`config.mk`:
```
export PLATFORM = sky130hd
export DESIGN_NAME = ram_arbiter_flat
export DESIGN_NICKNAME = d
export VERILOG_FILES = /design/src/rtl/ram_arbiter_if.sv /design/src/rtl/ram_arbiter.sv /design/src/flat_wrapper.sv
export SDC_FILE = /design/constraint.sdc
export NUM_CORES = 1
export LEC_CHECK = 0
export ABC_AREA = 1
export CORE_UTILIZATION = 42
export CTS_CLUSTER_DIAMETER = 60
export DETAILED_ROUTE_END_ITERATION = 16
export DONT_BUFFER_PORTS = 1
export SYNTH_ARGS = -nofsm -noshare
export SYNTH_HDL_FRONTEND = slang
export SYNTH_SLANG_ARGS = --single-unit
export TNS_END_PERCENT = 50
```
`constraint.sdc`:
```
create_clock -name clk -period 4.4 [get_ports clk]
set_input_delay 0.44 -clock clk [delete_from_list [all_inputs] [get_ports clk]]
set_output_delay 0.44 -clock clk [all_outputs]
set_load 0.02 [all_outputs]
```
`src/rtl/ram_arbiter_if.sv`:
```
// ram_arbiter_if: bundles the two requester ports (instruction fetch I, data D)
// and the single-port RAM macro port of ram_arbiter.
//   I port : i_req/i_addr in, i_gnt/i_rvalid/i_rdata out
//   D port : d_req/d_we/d_addr/d_wdata in, d_gnt/d_rvalid/d_rdata out
//   status : err out (pulses with the rvalid of an out-of-range access)
//   RAM    : ram_en/ram_rw/ram_addr/ram_wdata out, ram_rdata in
// Modports: master = requesters + RAM model side, slave = arbiter side.
interface ram_arbiter_if #(
    parameter int ADDR_W = 8,
    parameter int DATA_W = 32
);
    logic              i_req;
    logic [31:0]       i_addr;
    logic              i_gnt;
    logic              i_rvalid;
    logic [DATA_W-1:0] i_rdata;

    logic              d_req;
    logic              d_we;
    logic [31:0]       d_addr;
    logic [DATA_W-1:0] d_wdata;
    logic              d_gnt;
    logic              d_rvalid;
    logic [DATA_W-1:0] d_rdata;

    logic              err;

    logic              ram_en;
    logic              ram_rw;
    logic [ADDR_W-1:0] ram_addr;
    logic [DATA_W-1:0] ram_wdata;
    logic [DATA_W-1:0] ram_rdata;

    modport master (
        output i_req, i_addr, d_req, d_we, d_addr, d_wdata, ram_rdata,
        input  i_gnt, i_rvalid, i_rdata, d_gnt, d_rvalid, d_rdata, err,
               ram_en, ram_rw, ram_addr, ram_wdata
    );

    modport slave (
        input  i_req, i_addr, d_req, d_we, d_addr, d_wdata, ram_rdata,
        output i_gnt, i_rvalid, i_rdata, d_gnt, d_rvalid, d_rdata, err,
               ram_en, ram_rw, ram_addr, ram_wdata
    );
endinterface

```
`src/rtl/ram_arbiter.sv`:
```
// ram_arbiter: shares one single-port RAM between the instruction-fetch (I)
// and data (D) ports. One request is accepted per IDLE cycle, the RAM is
// driven for exactly one ACCESS cycle, and the result comes back registered
// with a one-cycle rvalid pulse on the owning port.
// Ports:
//   clk   : rising-edge clock
//   reset : asynchronous, active-high
//   bus   : ram_arbiter_if.slave (requester ports, err, RAM port)
// Build option:
//   ARB_RR_EN defined   -> round-robin on simultaneous requests (1-bit
//                          last-owner register, reset value = I)
//   ARB_RR_EN undefined -> fixed priority, D wins every tie
module ram_arbiter #(
    parameter int ADDR_W = 8,
    parameter int DATA_W = 32
) (
    input  logic          clk,
    input  logic          reset,
    ram_arbiter_if.slave  bus
);
    typedef enum logic {IDLE, ACCESS} state_t;

    state_t            r_state;
    logic              r_owner_d;    // 1 = D owns the current access
    logic              r_oor;        // latched address is outside the RAM
    logic              r_ram_en;
    logic              r_ram_rw;
    logic [ADDR_W-1:0] r_ram_addr;
    logic [DATA_W-1:0] r_ram_wdata;
    logic              r_i_rvalid;
    logic              r_d_rvalid;
    logic              r_err;
    logic [DATA_W-1:0] r_i_rdata;
    logic [DATA_W-1:0] r_d_rdata;

    logic              w_idle;
    logic              w_d_wins;
    logic              w_i_gnt;
    logic              w_d_gnt;
    logic [31:0]       w_sel_addr;
    logic              w_sel_oor;
    logic [DATA_W-1:0] w_rd_data;

    // Grants are combinational and forced low while reset is asserted.
    assign w_idle = (r_state == IDLE) && !reset;

`ifdef ARB_RR_EN
    logic r_last_d;  // owner of the most recent grant, 0 = I
    // On a tie the requester not served last wins.
    assign w_d_wins = !bus.i_req || !r_last_d;
`else
    assign w_d_wins = 1'b1;
`endif

    assign w_d_gnt = w_idle && bus.d_req && w_d_wins;
    assign w_i_gnt = w_idle && bus.i_req && !w_d_gnt;

    assign w_sel_addr = w_d_gnt ? bus.d_addr : bus.i_addr;
    assign w_sel_oor  = |w_sel_addr[31:ADDR_W];

    // Writes and out-of-range accesses return zero instead of RAM data.
    assign w_rd_data = (r_oor || r_ram_rw) ? '0 : bus.ram_rdata;

    always_ff @(posedge clk or posedge reset) begin
        if (reset) begin
            r_state     <= IDLE;
            r_owner_d   <= 1'b0;
            r_oor       <= 1'b0;
            r_ram_en    <= 1'b0;
            r_ram_rw    <= 1'b0;
            r_ram_addr  <= '0;
            r_ram_wdata <= '0;
            r_i_rvalid  <= 1'b0;
            r_d_rvalid  <= 1'b0;
            r_err       <= 1'b0;
            r_i_rdata   <= '0;
            r_d_rdata   <= '0;
`ifdef ARB_RR_EN
            r_last_d    <= 1'b0;
`endif
        end else begin
            r_i_rvalid <= 1'b0;
            r_d_rvalid <= 1'b0;
            r_err      <= 1'b0;
            case (r_state)
                IDLE: begin
                    if (w_d_gnt || w_i_gnt) begin
                        r_owner_d   <= w_d_gnt;
                        r_oor       <= w_sel_oor;
                        r_ram_en    <= !w_sel_oor;
                        r_ram_rw    <= w_d_gnt && bus.d_we;
                        r_ram_addr  <= w_sel_addr[ADDR_W-1:0];
                        r_ram_wdata <= w_d_gnt ? bus.d_wdata : '0;
`ifdef ARB_RR_EN
                        r_last_d    <= w_d_gnt;
`endif
                        r_state     <= ACCESS;
                    end
                end
                ACCESS: begin
                    if (r_owner_d) begin
                        r_d_rvalid <= 1'b1;
                        r_d_rdata  <= w_rd_data;
                    end else begin
                        r_i_rvalid <= 1'b1;
                        r_i_rdata  <= w_rd_data;
                    end
                    r_err       <= r_oor;
                    r_ram_en    <= 1'b0;
                    r_ram_rw    <= 1'b0;
                    r_ram_addr  <= '0;
                    r_ram_wdata <= '0;
                    r_state     <= IDLE;
                end
                default: r_state <= IDLE;
            endcase
        end
    end

    assign bus.i_gnt     = w_i_gnt;
    assign bus.d_gnt     = w_d_gnt;
    assign bus.i_rvalid  = r_i_rvalid;
    assign bus.d_rvalid  = r_d_rvalid;
    assign bus.i_rdata   = r_i_rdata;
    assign bus.d_rdata   = r_d_rdata;
    assign bus.err       = r_err;
    assign bus.ram_en    = r_ram_en;
    assign bus.ram_rw    = r_ram_rw;
    assign bus.ram_addr  = r_ram_addr;
    assign bus.ram_wdata = r_ram_wdata;
endmodule

```
`src/flat_wrapper.sv`:
```
// flat-port wrapper written by rule: the top's interface ports become plain ports
module ram_arbiter_flat 
#(
    parameter int ADDR_W = 8,
    parameter int DATA_W = 32
)
  (clk, reset, bus_i_req, bus_i_addr, bus_d_req, bus_d_we, bus_d_addr, bus_d_wdata, bus_ram_rdata, bus_i_gnt, bus_i_rvalid, bus_i_rdata, bus_d_gnt, bus_d_rvalid, bus_d_rdata, bus_err, bus_ram_en, bus_ram_rw, bus_ram_addr, bus_ram_wdata);
  ram_arbiter_if #(.ADDR_W(ADDR_W), .DATA_W(DATA_W)) bus_i ();
  input  logic clk;
  input  logic reset;
  input wire logic [$bits(bus_i.i_req)-1:0] bus_i_req;
  input wire logic [$bits(bus_i.i_addr)-1:0] bus_i_addr;
  input wire logic [$bits(bus_i.d_req)-1:0] bus_d_req;
  input wire logic [$bits(bus_i.d_we)-1:0] bus_d_we;
  input wire logic [$bits(bus_i.d_addr)-1:0] bus_d_addr;
  input wire logic [$bits(bus_i.d_wdata)-1:0] bus_d_wdata;
  input wire logic [$bits(bus_i.ram_rdata)-1:0] bus_ram_rdata;
  output wire logic [$bits(bus_i.i_gnt)-1:0] bus_i_gnt;
  output wire logic [$bits(bus_i.i_rvalid)-1:0] bus_i_rvalid;
  output wire logic [$bits(bus_i.i_rdata)-1:0] bus_i_rdata;
  output wire logic [$bits(bus_i.d_gnt)-1:0] bus_d_gnt;
  output wire logic [$bits(bus_i.d_rvalid)-1:0] bus_d_rvalid;
  output wire logic [$bits(bus_i.d_rdata)-1:0] bus_d_rdata;
  output wire logic [$bits(bus_i.err)-1:0] bus_err;
  output wire logic [$bits(bus_i.ram_en)-1:0] bus_ram_en;
  output wire logic [$bits(bus_i.ram_rw)-1:0] bus_ram_rw;
  output wire logic [$bits(bus_i.ram_addr)-1:0] bus_ram_addr;
  output wire logic [$bits(bus_i.ram_wdata)-1:0] bus_ram_wdata;
  assign bus_i.i_req = bus_i_req;
  assign bus_i.i_addr = bus_i_addr;
  assign bus_i.d_req = bus_d_req;
  assign bus_i.d_we = bus_d_we;
  assign bus_i.d_addr = bus_d_addr;
  assign bus_i.d_wdata = bus_d_wdata;
  assign bus_i.ram_rdata = bus_ram_rdata;
  assign bus_i_gnt = bus_i.i_gnt;
  assign bus_i_rvalid = bus_i.i_rvalid;
  assign bus_i_rdata = bus_i.i_rdata;
  assign bus_d_gnt = bus_i.d_gnt;
  assign bus_d_rvalid = bus_i.d_rvalid;
  assign bus_d_rdata = bus_i.d_rdata;
  assign bus_err = bus_i.err;
  assign bus_ram_en = bus_i.ram_en;
  assign bus_ram_rw = bus_i.ram_rw;
  assign bus_ram_addr = bus_i.ram_addr;
  assign bus_ram_wdata = bus_i.ram_wdata;
  ram_arbiter #(.ADDR_W(ADDR_W), .DATA_W(DATA_W)) u_core (.clk(clk), .reset(reset), .bus(bus_i));
endmodule
```
==> flow_summary.toml, run 1 <==
[outcome]
status = "complete, no violations"

[routing]
vias = 3213
dr.pass1.iters = 4
drtIter0Drc = 200
ant_nets = 0
viasPerCell = 5.41
routed_wl_um = 10600
post_drt_wl_per_cell_um = 17.9
drcViolationCount = 0

[placed_design]
hpwl_um = 7270
gp_congestion = 0.782
portBuffers = 0

[synth]
postSynthCellCount = 467
syn_avg_cell_area_um2 = 9.65
synth_area_leader_cell = "dfrtp_1"
yosysSeqAreaShare = 0.622
synthTopCellsByArea = "dfrtp_1 62%, nand2_1 13%, a32o_1 7.3%"
synth.top_cells.by_count = "160 x nand2_1, 112 x dfrtp_1, 60 x o21ai_0, 33 x a32o_1, 25 x nor2_1"
synth_edf_count = 0
ys.flop_type = "dfrtp_1"
yosysWarnings = 0
synthArstFlopShare = 1.00
ys_types = 22
synth.most_common_cell = "nand2_1"
synth_top_area_frac = 0.622
syn_area_um2 = 4510
synth_fp_nets = 600
synth_seq_cells = 112

[floorplan]
coreArea_um2 = 10400
initial_core_util = 0.435
row_count = 37
dieArea_um2 = 11100
chipWidth_um = 106
ios = 244
die_height_um = 106

[layout]
fin_nets = 584
fillers = 997
areaGrowthSynthToFinish_pct = 6.00
drive_above_1_share = 0.0658

[pwr]
power_frac_clock = 0.252
leakage_nw = 2.28
power_switching_mw = 0.928
seqPwrFrac = 0.634
powerDensity_nw_per_um2 = 528
pwr-share-comb = 0.114
swShare = 0.368
p_int_mw = 1.60
peakVddDrop_mv = 0.194

[sta]
worstMarginPinSlew_ns = 1.01
setup_viol = 0
hold_viol = 0
skew_ns = 0.0135
period_minus_slack_ns = 2.23
max_freq_mhz = 448
maxSlewHeadroom = 0.325
hold_ws_ns = 0.155
fin_crit_sh = 0.508
fin_setup_tns_ns = 0
rsz0062_at_grt = "false"
slew_violations = 0

[clock_network]
cts_buffer_depth = 2
cts.htree.levels = 3
numCtsBuffers = 9
root_buffer = "clkbuf_8"
cts_setup_buffers = 0
tritoncts = "built"
cts_sinks = 112
ctsHoldBuffers = 0
worstSkewPairLatency_ns = 0.37
clk_pin_slew_ns = 0.11
cts_resized = 0

[run]
maxCapViolations = 0

[global_route]
grt_max_degree = 80
antenna_found_initial = 2
grt_first_pass_wirelength_um = 16300
grt_overflow = 0
track_usage = 0.191
grt_pass1_vias = 3205

[worst_setup_path]
worstPathMaxFanout = 42
endpoint_kind = "primary output"
crit_arrival_ns = 1.79
worstPathRequired_ns = 3.96
startpoint_type = "register"
crit_type = "reg -> out"

[min_path]
worstHoldPathType = "in -> async"
[sequential cells by signal, summed over array words and instances (netlist names)]
register and count:
u_core.bus.ram_wdata 32, u_core.bus.ram_addr 8, u_core.bus.err 1, u_core.bus.d_rvalid 1, u_core.r_state 1, u_core.bus.d_rdata 32, u_core.r_owner_d 1, u_core.bus.ram_rw 1
u_core.bus.i_rvalid 1, u_core.bus.i_rdata 32, u_core.r_oor 1, u_core.bus.ram_en 1
[cell type report]
type,count,area (um2),area share
Clock inverter,6,77.6,0.0162
Tap cell,136,170,0.0356
Multi-Input combinational cell,301,1480,0.310
Clock buffer,10,128,0.0267
Antenna cell,2,5.00,0.00105
Sequential cell,112,2800,0.587
Timing Repair Buffer,3,22.5,0.00471
Inverter,24,92.6,0.0194
[cells by family after synthesis]
logic type / count (synthesis) / synth area share
simple gates: 202 / 0.179
buf+inv: 54 / 0.0511
flops: 112 / 0.622
compound gates: 99 / 0.148
[placed cells by master (no fill, tap or decap)]
cell type / n
and2_1: 1
diode_2: 2
nand2_2: 2
o21ai_1: 4
inv_6: 3
o21ai_0: 60
nor2_1: 24
a32o_1: 33
inv_2: 3
clkbuf_1: 1
nor3_2: 1
and2_0: 1
dfrtp_1: 112
nand3_2: 1
nand2_1: 159
bufinv_16: 1
inv_1: 20
o21a_1: 1
nand3_1: 9
clkbuf_8: 9
nor2_2: 1
clkinv_2: 1
o21ai_2: 1
nor2_4: 2
inv_4: 1
buf_4: 3
clkinv_8: 1
nand4_1: 1
[power by group through the flow]
stage	sequential [mW]	clock, mW	combinational (mW)
after detailed placement	1.62	0	0.295
final	1.60	0.636	0.288
after global routing	1.62	0.691	0.342
after global placement	1.62	0	0.279
after CTS	1.60	0.651	0.294
after floorplan	1.57	0	0.245
[metal layers]
layer | vias to the layer above | global-route usage | share of wire | wire (um)
met1 | 1527 | 0.216 | 0.38 | 4090
met3 | 14 | 0.0724 | 0.099 | 1050
li1 | 1510 | - | - | -
met2 | 162 | 0.319 | 0.49 | 5190
met4 | 0 | 0.0903 | 0.029 | 304
met5 | - | 0 | 0 | 0
[metrics by stage]
step / instance area (um2) / total power, mW / utilization / cells / setup WS [ns]
5_1_grt: 4780 / 2.66 / 0.461 / 594 / 1.99
3_5_place_dp: 4570 / 1.92 / 0.440 / 576 / 2.25
6_report: 4780 / 2.52 / 0.461 / 594 / 2.17
4_1_cts: 4770 / 2.55 / 0.460 / 592 / 2.11
2_1_floorplan: 4510 / 1.81 / - / 467 / 1.00
3_3_place_gp: 4570 / 1.90 / 0.440 / 576 / 2.36
[critical path, stage by stage, from the launching register on]
cell,delay (ns)
dfrtp_1,0.46
nor2_4,0.16
nand2_2,0.18
inv_2,0.61
[path summary, 6_finish.rpt]
kind | startpoint | end | slack, ns | depth (start not counted)
worst min register to register | u_core.r_oor | u_core.bus.err | 0.52 | 2
min in group clk | bus_d_wdata[29] | u_core.bus.ram_wdata[29] | 0.19 | 1
worst max-delay path | u_core.r_state | bus_d_gnt | 2.17 | 3
max in group asynchronous | reset | u_core.bus.d_rdata[31] | 3.21 | 2
worst max register to register | u_core.r_state | u_core.bus.i_rdata[19] | 2.28 | 4
worst min-delay path | reset | u_core.bus.ram_en | 0.15 | 1
No activity file was read; power rests on OpenSTA's default activity.
==> run 2, diff against run 1 <==
Clock period 4.4 ns to 2.12 ns, I/O delays scaled along.
==> run 2 against run 1 <==
- power rose by 110%
- global-route usage rose by 1.7 points
- non-clock buffer count rose by 70
- critical path type unchanged
- largest cell class unchanged
- largest power group unchanged
==> flow_summary.toml, run 2 (synthesis results as in run 1) <==
[sta]
skew_ns = 0.0125
rsz0062_at_grt = "false"
max_freq_mhz = 576
slew_violations = 0
worstMarginPinSlew_ns = 0.645
setup_viol = 0
fin_crit_sh = 0.820
hold_viol = 0
period_minus_slack_ns = 1.74
setup_slack_ns = 0.383
fin_setup_tns_ns = 0
maxSlewHeadroom = 0.569

[clock_network]
root_buffer = "clkbuf_8"
cts_sinks = 112
numCtsBuffers = 9
cts_resized = 0
worstSkewPairLatency_ns = 0.38
cts_buffer_depth = 2
tritoncts = "built"
clk_pin_slew_ns = 0.11
cts.htree.levels = 3
cts_setup_buffers = 0

[floorplan]
dieArea_um2 = 11100
ios = 244
coreArea_um2 = 10400
initial_core_util = 0.435
die_height_um = 106
chipWidth_um = 106
row_count = 37

[global_route]
track_usage = 0.208
grt_overflow = 0
antenna_found_initial = 0
grt_pass1_vias = 3610
grt_max_degree = 65
grt_first_pass_wirelength_um = 18000

[placed_design]
place_ws_ns = 0.667
dpl_cell_area_um2 = 4670
hpwl_um = 7480
dp.cells = 581
gp_congestion = 0.756
portBuffers = 0

[layout]
areaGrowthSynthToFinish_pct = 22.4
fin_cells = 662
finalCoreUtilization = 0.532
final_common_cell = "nand2_1"
fin_nets = 654
layout_common_cells = "159 x nand2_1, 112 x dfrtp_1, 65 x dlygate4sd3_1"
final_area_um2 = 5520
antenna_cells = 0
drive_above_1_share = 0.0684

[worst_setup_path]
r2r-end = "u_core.bus.ram_addr[7]"
cpLargestDelayFamily = "flip-flops"
path_buf_inv = 2
crit_start = "u_core.r_state"
worstPathRequired_ns = 1.91
endpoint_kind = "primary output"
crit_type = "reg -> out"
worst_path_max_delay_cell = "dfrtp_1"
reg2reg_depth = 8
worstPathMaxFanout = 42
cp_slowest_stage_delay_ns = 0.46
r2r_slack_ns = 0.66
startpoint_type = "register"
r2r_start = "u_core.r_state"
crit_path_cell_trace = "nor2_4 -> nand2_2 -> inv_2 -> buf_12"
crit_arrival_ns = 1.53

[routing]
viasPerCell = 5.33
drtIter0Drc = 220
drcViolationCount = 0
post_drt_wl_per_cell_um = 17.3
vias = 3526
dr.pass1.iters = 4
ant_nets = 0
routed_wl_um = 11400

[outcome]
status = "complete, no violations"

[run]
maxCapViolations = 0

[min_path]
min-delay-start = "bus_i_req"
worstHoldPathType = "in -> reg"
min_path_cells = 3
min_to = "u_core.r_oor"

[pwr]
peakVddDrop_mv = 0.367
leakage_nw = 2.58
powerDensity_nw_per_um2 = 964
[run 2: power by group]
| group | internal [mW] | leakage [nW] | switching [mW] |
|---|---|---|---|
| clock | 0.467 | 0.0974 | 0.792 |
| sequential | 2.52 | 1.47 | 0.797 |
| combinational | 0.323 | 1.01 | 0.413 |
[run 2: per-stage QoR]
| stage | hold slack [ns] | power, mW |
|---|---|---|
| 6_report | 0.0203 | 5.32 |
| 5_1_grt | 0.0107 | 5.58 |
| 4_1_cts | 0.000970 | 5.37 |
| 3_5_place_dp | 0.213 | 4.01 |
| 3_3_place_gp | 0.208 | 3.97 |
| 2_1_floorplan | 0.341 | 3.77 |
[run 2: metal layers]
metal | wire length, um | GRT usage | part of all wire | up-vias
met5 | 0 | 0 | 0 | -
li1 | - | - | - | 1646
met1 | 4420 | 0.237 | 0.39 | 1675
met4 | 240 | 0.0853 | 0.021 | 0
met2 | 5740 | 0.363 | 0.50 | 186
met3 | 1040 | 0.0637 | 0.091 | 19
[run 2: worst max path at each step]
stage                                   endpoint  slack (ns)  cells after the start
after floorplan            u_core.bus.d_rdata[0]        0.55                      1
after global placement    u_core.bus.ram_addr[7]        0.70                      8
after detailed placement  u_core.bus.ram_addr[5]        0.67                      8
after CTS                              bus_d_gnt        0.35                      4
after global routing                   bus_d_gnt        0.28                      4
final                                  bus_d_gnt        0.38                      4
[run 2: area by class of cell]
type,instances,area (um2)
Clock buffer,9,124
Clock inverter,7,72.6
Fill cell,926,4850
Inverter,24,93.8
Multi-Input combinational cell,301,1480
Sequential cell,112,2800
Tap cell,136,170
Timing Repair Buffer,73,773
[run 2: repair_timing]
item	CTS	global route
endpoints found under the setup margin	0	0
hold endpoints to repair	108	0
hold buffers	65	0
[run 2: worst register-to-register path, delay by kind of cell (launching register included)]
family / cells / cell delay, ns
and+or+nand+nor: 6 / 0.60
DFF: 1 / 0.46
buffers and inverters: 2 / 0.34
==> RTL change 1, RTL diff (flow settings as in run 1) <==
The option `ARB_RR_EN` is turned on by a define.
--- a/src/rtl/ram_arbiter.sv
+++ b/src/rtl/ram_arbiter.sv
@@ -11,4 +11,6 @@
 //                          last-owner register, reset value = I)
 //   ARB_RR_EN undefined -> fixed priority, D wins every tie
+`define ARB_RR_EN
+
 module ram_arbiter #(
     parameter int ADDR_W = 8,
Function: changed (Yosys sat finds a counterexample within 4 cycles, from zero or initial values and one cycle with reset high).
==> RTL change 1 against run 1 <==
Sequential cell count did not move; wire length down 2.8%; total power up 1.3%; area after synthesis rose by 1.7%; synthesized cell count is 0.43% lower; maximum frequency up 2.8%; final area decreased by 0.79%; setup slack gained 0.062 ns; utilization fell by 0.77 points; largest cell class unchanged.
==> RTL change 1: results (changes against run 1) <==
Final Wtd Congestion - 0.791 (+1.2%)
root buffer cell - clkbuf_8
CP Data Arrival Time - 1.73 ns (-0.06 ns)
WL met3 - 1.14 mm (+7.7%)
first-pass GRT wire length - 16.1 mm (-1.3%)
clock share of power - 0.219 (-0.033)
Syn Nets - 598 (-0.33%)
Max-slew headroom - 0.295 (-0.0308)
Synth Instances - 465 (-0.43%)
Setup WS pre-CTS - 2.62 ns (+0.371 ns)
clk_lat worst skew - 0.37 ns (about the same)
Yosys warnings - 0 (unchanged)
Worst path max stage delay - 0.46 ns (-0.15 ns)
Pleak - 2.31 nW (+1.7%)
WL/cell - 17.5 µm (-2.5%)
ranking of synthesized cells by area - dfrtp_1, nand2_1, a22o_1
largest net degree at the start of global routing - 70 (-13%)
fraction of layout instances using a drive strength above 1 - 0.0855 (+0.0197)
WL met1 - 4.12 mm (+0.78%)
antenna cells - 0 (-2)
sequential share of the synthesized area - 0.611 (-0.0107)
1st-iter DRT viols - 235 (+18%)
Flop pwr share - 0.655 (+0.021)
critical path fanouts, max - 43 (+2.4%)
worst vdd ir - 0.204 mV (+5.1%)
clock skew - 0.0128 ns (-0.000724 ns)
Nets - 585 (+0.17%)
wire length on met2 - 4.93 mm (-5.1%)
Post-CTS Setup Bufs - 0 (unchanged)
vias per inst - 5.35 (-1.1%)
H-tree Lvls - 3 (unchanged)
Placed Area - 4560 µm² (about the same)
outcome - finished, final reports clean
Max stage delay cell, worst path - dfrtp_1
synth cell count leaders - nand2_1, dfrtp_1, o21ai_1
switch share - 0.386 (+0.0184)
initial antenna violation count - 0 (-2)
Placed Cells - 577 (+0.17%)
Vias - 3168 (-1.4%)
Tot GR Track Use - 0.184 (-0.00697)
Top Family by Delay on Critical Path - flip-flops
Detailed Place HPWL - 7.26 mm (-0.23%)
## RTL change 1: cell count changes after synthesis, moves of 5 or more
| cell | before | now |
|---|---|---|
| o21ai_0 | 60 | 34 |
| buf_6 | 1 | 13 |
| a32o_1 | 33 | 0 |
| inv_1 | 21 | 32 |
| nor2_1 | 25 | 30 |
| clkbuf_1 | 13 | 1 |
| nand2_1 | 160 | 136 |
| a22o_1 | 0 | 33 |
| nand3_1 | 9 | 2 |
| buf_2 | 15 | 10 |
| o21ai_2 | 1 | 10 |
| o21ai_1 | 4 | 37 |
## RTL change 1: metrics by stage
stage               total power [W]   util
finish                      0.00256  0.453
floorplan                   0.00193      -
CTS                         0.00259  0.453
global placement            0.00200  0.436
global route                0.00271  0.453
detailed placement          0.00203  0.436
## RTL change 1: layer usage
layer  vias up  global-route usage
met2       193               0.307
met4         0              0.0626
li1       1474                   -
met1      1486               0.215
met5         -                   0
met3        15              0.0742
## RTL change 1: kinds of logic (layout without fill, tap and decap cells)
kind of cell	after synthesis	count (layout)	share of synthesized area
flops	112	112	0.611
buf+inv	63	54	0.0783
simple gates	176	176	0.151
compound gates	114	114	0.160
## RTL change 1: path summary, 6_finish.rpt
check,slack (ns),to,cells past startpoint
hold / removal,0.09,u_core.r_state,1
hold reg to reg,0.53,u_core.bus.i_rvalid,1
setup / recovery,2.23,bus_d_gnt,3
max in group asynchronous,3.20,u_core.bus.ram_rw,2
min in group clk,0.20,u_core.bus.ram_wdata[20],1
setup reg to reg,2.60,u_core.bus.ram_en,8
## RTL change 1: cell type report
class                      instances  area [µm²]
clock buffer                       9         124
clock inverter                     6        52.6
fill                            1013        5720
inverter                          37         146
multi-input combinational        290        1430
sequential                       112        2800
tap                              136         170
timing repair buffer               2        15.0
==> RTL change 2, RTL diff (flow settings as in run 1) <==
Made on the original files. Make the reset (`reset`) synchronous in one clocked block. Comments in the files are not updated.
--- a/src/rtl/ram_arbiter.sv
+++ b/src/rtl/ram_arbiter.sv
@@ -62,5 +62,5 @@
     assign w_rd_data = (r_oor || r_ram_rw) ? '0 : bus.ram_rdata;
 
-    always_ff @(posedge clk or posedge reset) begin
+    always_ff @(posedge clk) begin
         if (reset) begin
             r_state     <= IDLE;
Check against the original RTL: differs if reset is asserted again (counterexample within 4 cycles, from zero or initial values and one cycle with reset high); with reset held inactive, the same outputs for 4 cycles.
==> RTL change 2 against run 1 <==
Global-route usage about the same; critical path depth increased by 4; final area decreased by 8.4%; total power decreased by 20%; clock skew decreased by 0.00079 ns; sequential cell count unchanged; clock power decreased by 4.9%; setup slack got worse by 0.23 ns; area after synthesis decreased by 8.1%; maximum frequency decreased by 9.4%; wire length decreased by 3.9%; combinational power decreased by 35%; synthesized cell count increased by 16%.
==> RTL change 2: results (changes against run 1) <==
Finished Layout Cells - 654 (+10%)
Synth top area share - 0.541 (-0.0808)
Post-CTS Setup Bufs - 0 (unchanged)
vias in the first global route - 3266 (+1.9%)
Gates resized, CTS repair - 0 (unchanged)
# port buffers - 0 (unchanged)
largest net degree at the start of global routing - 68 (-15%)
Yosys warnings - 0 (unchanged)
HP Class - primary input to flip-flop
Worst-path clk slew - 0.09 ns (-0.02 ns)
Max stage delay cell, worst path - nor2_1
clk_lat worst skew - 0.36 ns
CTS Buf Count - 9 (unchanged)
initial antenna violation count - 0 (-2)
Hold Startpoint - reset
DR pass1 iterations - 4 (unchanged)
Async SR Flop Fraction - 0 (-1.00)
Final Wtd Congestion - 0.785 (+0.41%)
Routed Antenna Nets - 0 (unchanged)
CP Data Arrival Time - 2.75 ns (+0.96 ns)
Top Family by Delay on Critical Path - simple AND/OR/NAND/NOR gates
first-pass GRT wire length - 15.3 mm (-6.6%)
fraction of layout instances using a drive strength above 1 - 0.0514 (-0.0144)
Worst path max stage delay - 0.62 ns
vias per inst - 5.29 (-2.1%)
Placed Cells - 638 (+11%)
worst vdd ir - 0.187 mV (-4.1%)
Max-slew headroom - 0.385 (+0.0592)
WL/cell - 15.6 µm (-13%)
switch share - 0.298 (-0.0694)
Yosys cell types - 21 (-4.5%)
root buffer cell - clkbuf_8
clock skew - 0.0127 ns (-0.000786 ns)
deepest clock path buffer count - 2 (unchanged)
Pleak - 1.73 nW (-24%)
average size of a mapped cell - 7.66 µm² (-21%)
H-tree Lvls - 3 (unchanged)
sequential share of the synthesized area - 0.541 (-0.0808)
antenna cells - 0 (-2)
synth cell count leaders - nand2_1, dfxtp_1, a21oi_1
ranking of synthesized cells by area - dfxtp_1, a21oi_1, nand2_1
outcome - finished, final reports clean
Tot GR Track Use - 0.191 (about the same)
crit path launch - u_core.r_state
critical path fanouts, max - 44 (+4.8%)
Detailed Place HPWL - 7.03 mm (-3.4%)
Syn Nets - 674 (+12%)
1st-iter DRT viols - 108 (-46%)
==> RTL change 2: changes by cell type in the layout (fill, tap and decap cells not counted), sizes merged, moves of 18 or more <==
cell and change:
dfrtp -112, dfxtp +112, a21oi +104, a32o -33
nand2 -31, nor2 +18
==> RTL change 2: final timing paths <==
kind                             to  cells past startpoint  slack, ns
max          u_core.bus.ram_addr[3]                      7       1.93
min          u_core.bus.ram_addr[6]                      1       0.15
max reg2reg  u_core.bus.ram_addr[3]                      7       1.93
min reg2reg          u_core.bus.err                      2       0.50
==> RTL change 2: final cells by class <==
class | instances | area, µm²
repair buffers | 4 | 30.0
inverters | 30 | 113
flip-flops and latches | 112 | 2240
clock buffers | 11 | 131
multi-input cells | 363 | 1640
clock inverters | 5 | 63.8
well taps | 129 | 161
fillers | 931 | 5040
==> RTL change 2: power groups by stage <==
stage | Sequential [W] | Combinational (W) | Clock, W
final | 0.00122 | 0.000188 | 0.000605
after global placement | 0.00124 | 0.000181 | 0
after detailed placement | 0.00124 | 0.000192 | 0
after global routing | 0.00123 | 0.000217 | 0.000671
after CTS | 0.00122 | 0.000191 | 0.000632
after floorplan | 0.00123 | 0.000166 | 0
==> RTL change 2: logic make-up (layout without fill, tap and decap cells) <==
logic type,after synthesis,after routing,synth area share
compound gates,178,178,0.216
buf+inv,66,50,0.0661
flops,112,112,0.541
simple gates,185,185,0.177
==> RTL change 2: routing by layer <==
metal	part of all wire	vias up	track usage	wire length [µm]
met2	0.48	154	0.331	4910
met5	0	-	0	0
met4	0.0091	0	0.0669	93
li1	-	1733	-	-
met3	0.11	9	0.0828	1090
met1	0.40	1566	0.207	4140
==> RTL change 2: per-stage QoR <==
step                cell area (µm²)  setup WS (ns)
finish                         4380           1.93
detailed placement             4180           1.88
global placement               4180           2.03
floorplan                      4140           2.94
global route                   4380           1.69
CTS                            4380           1.92
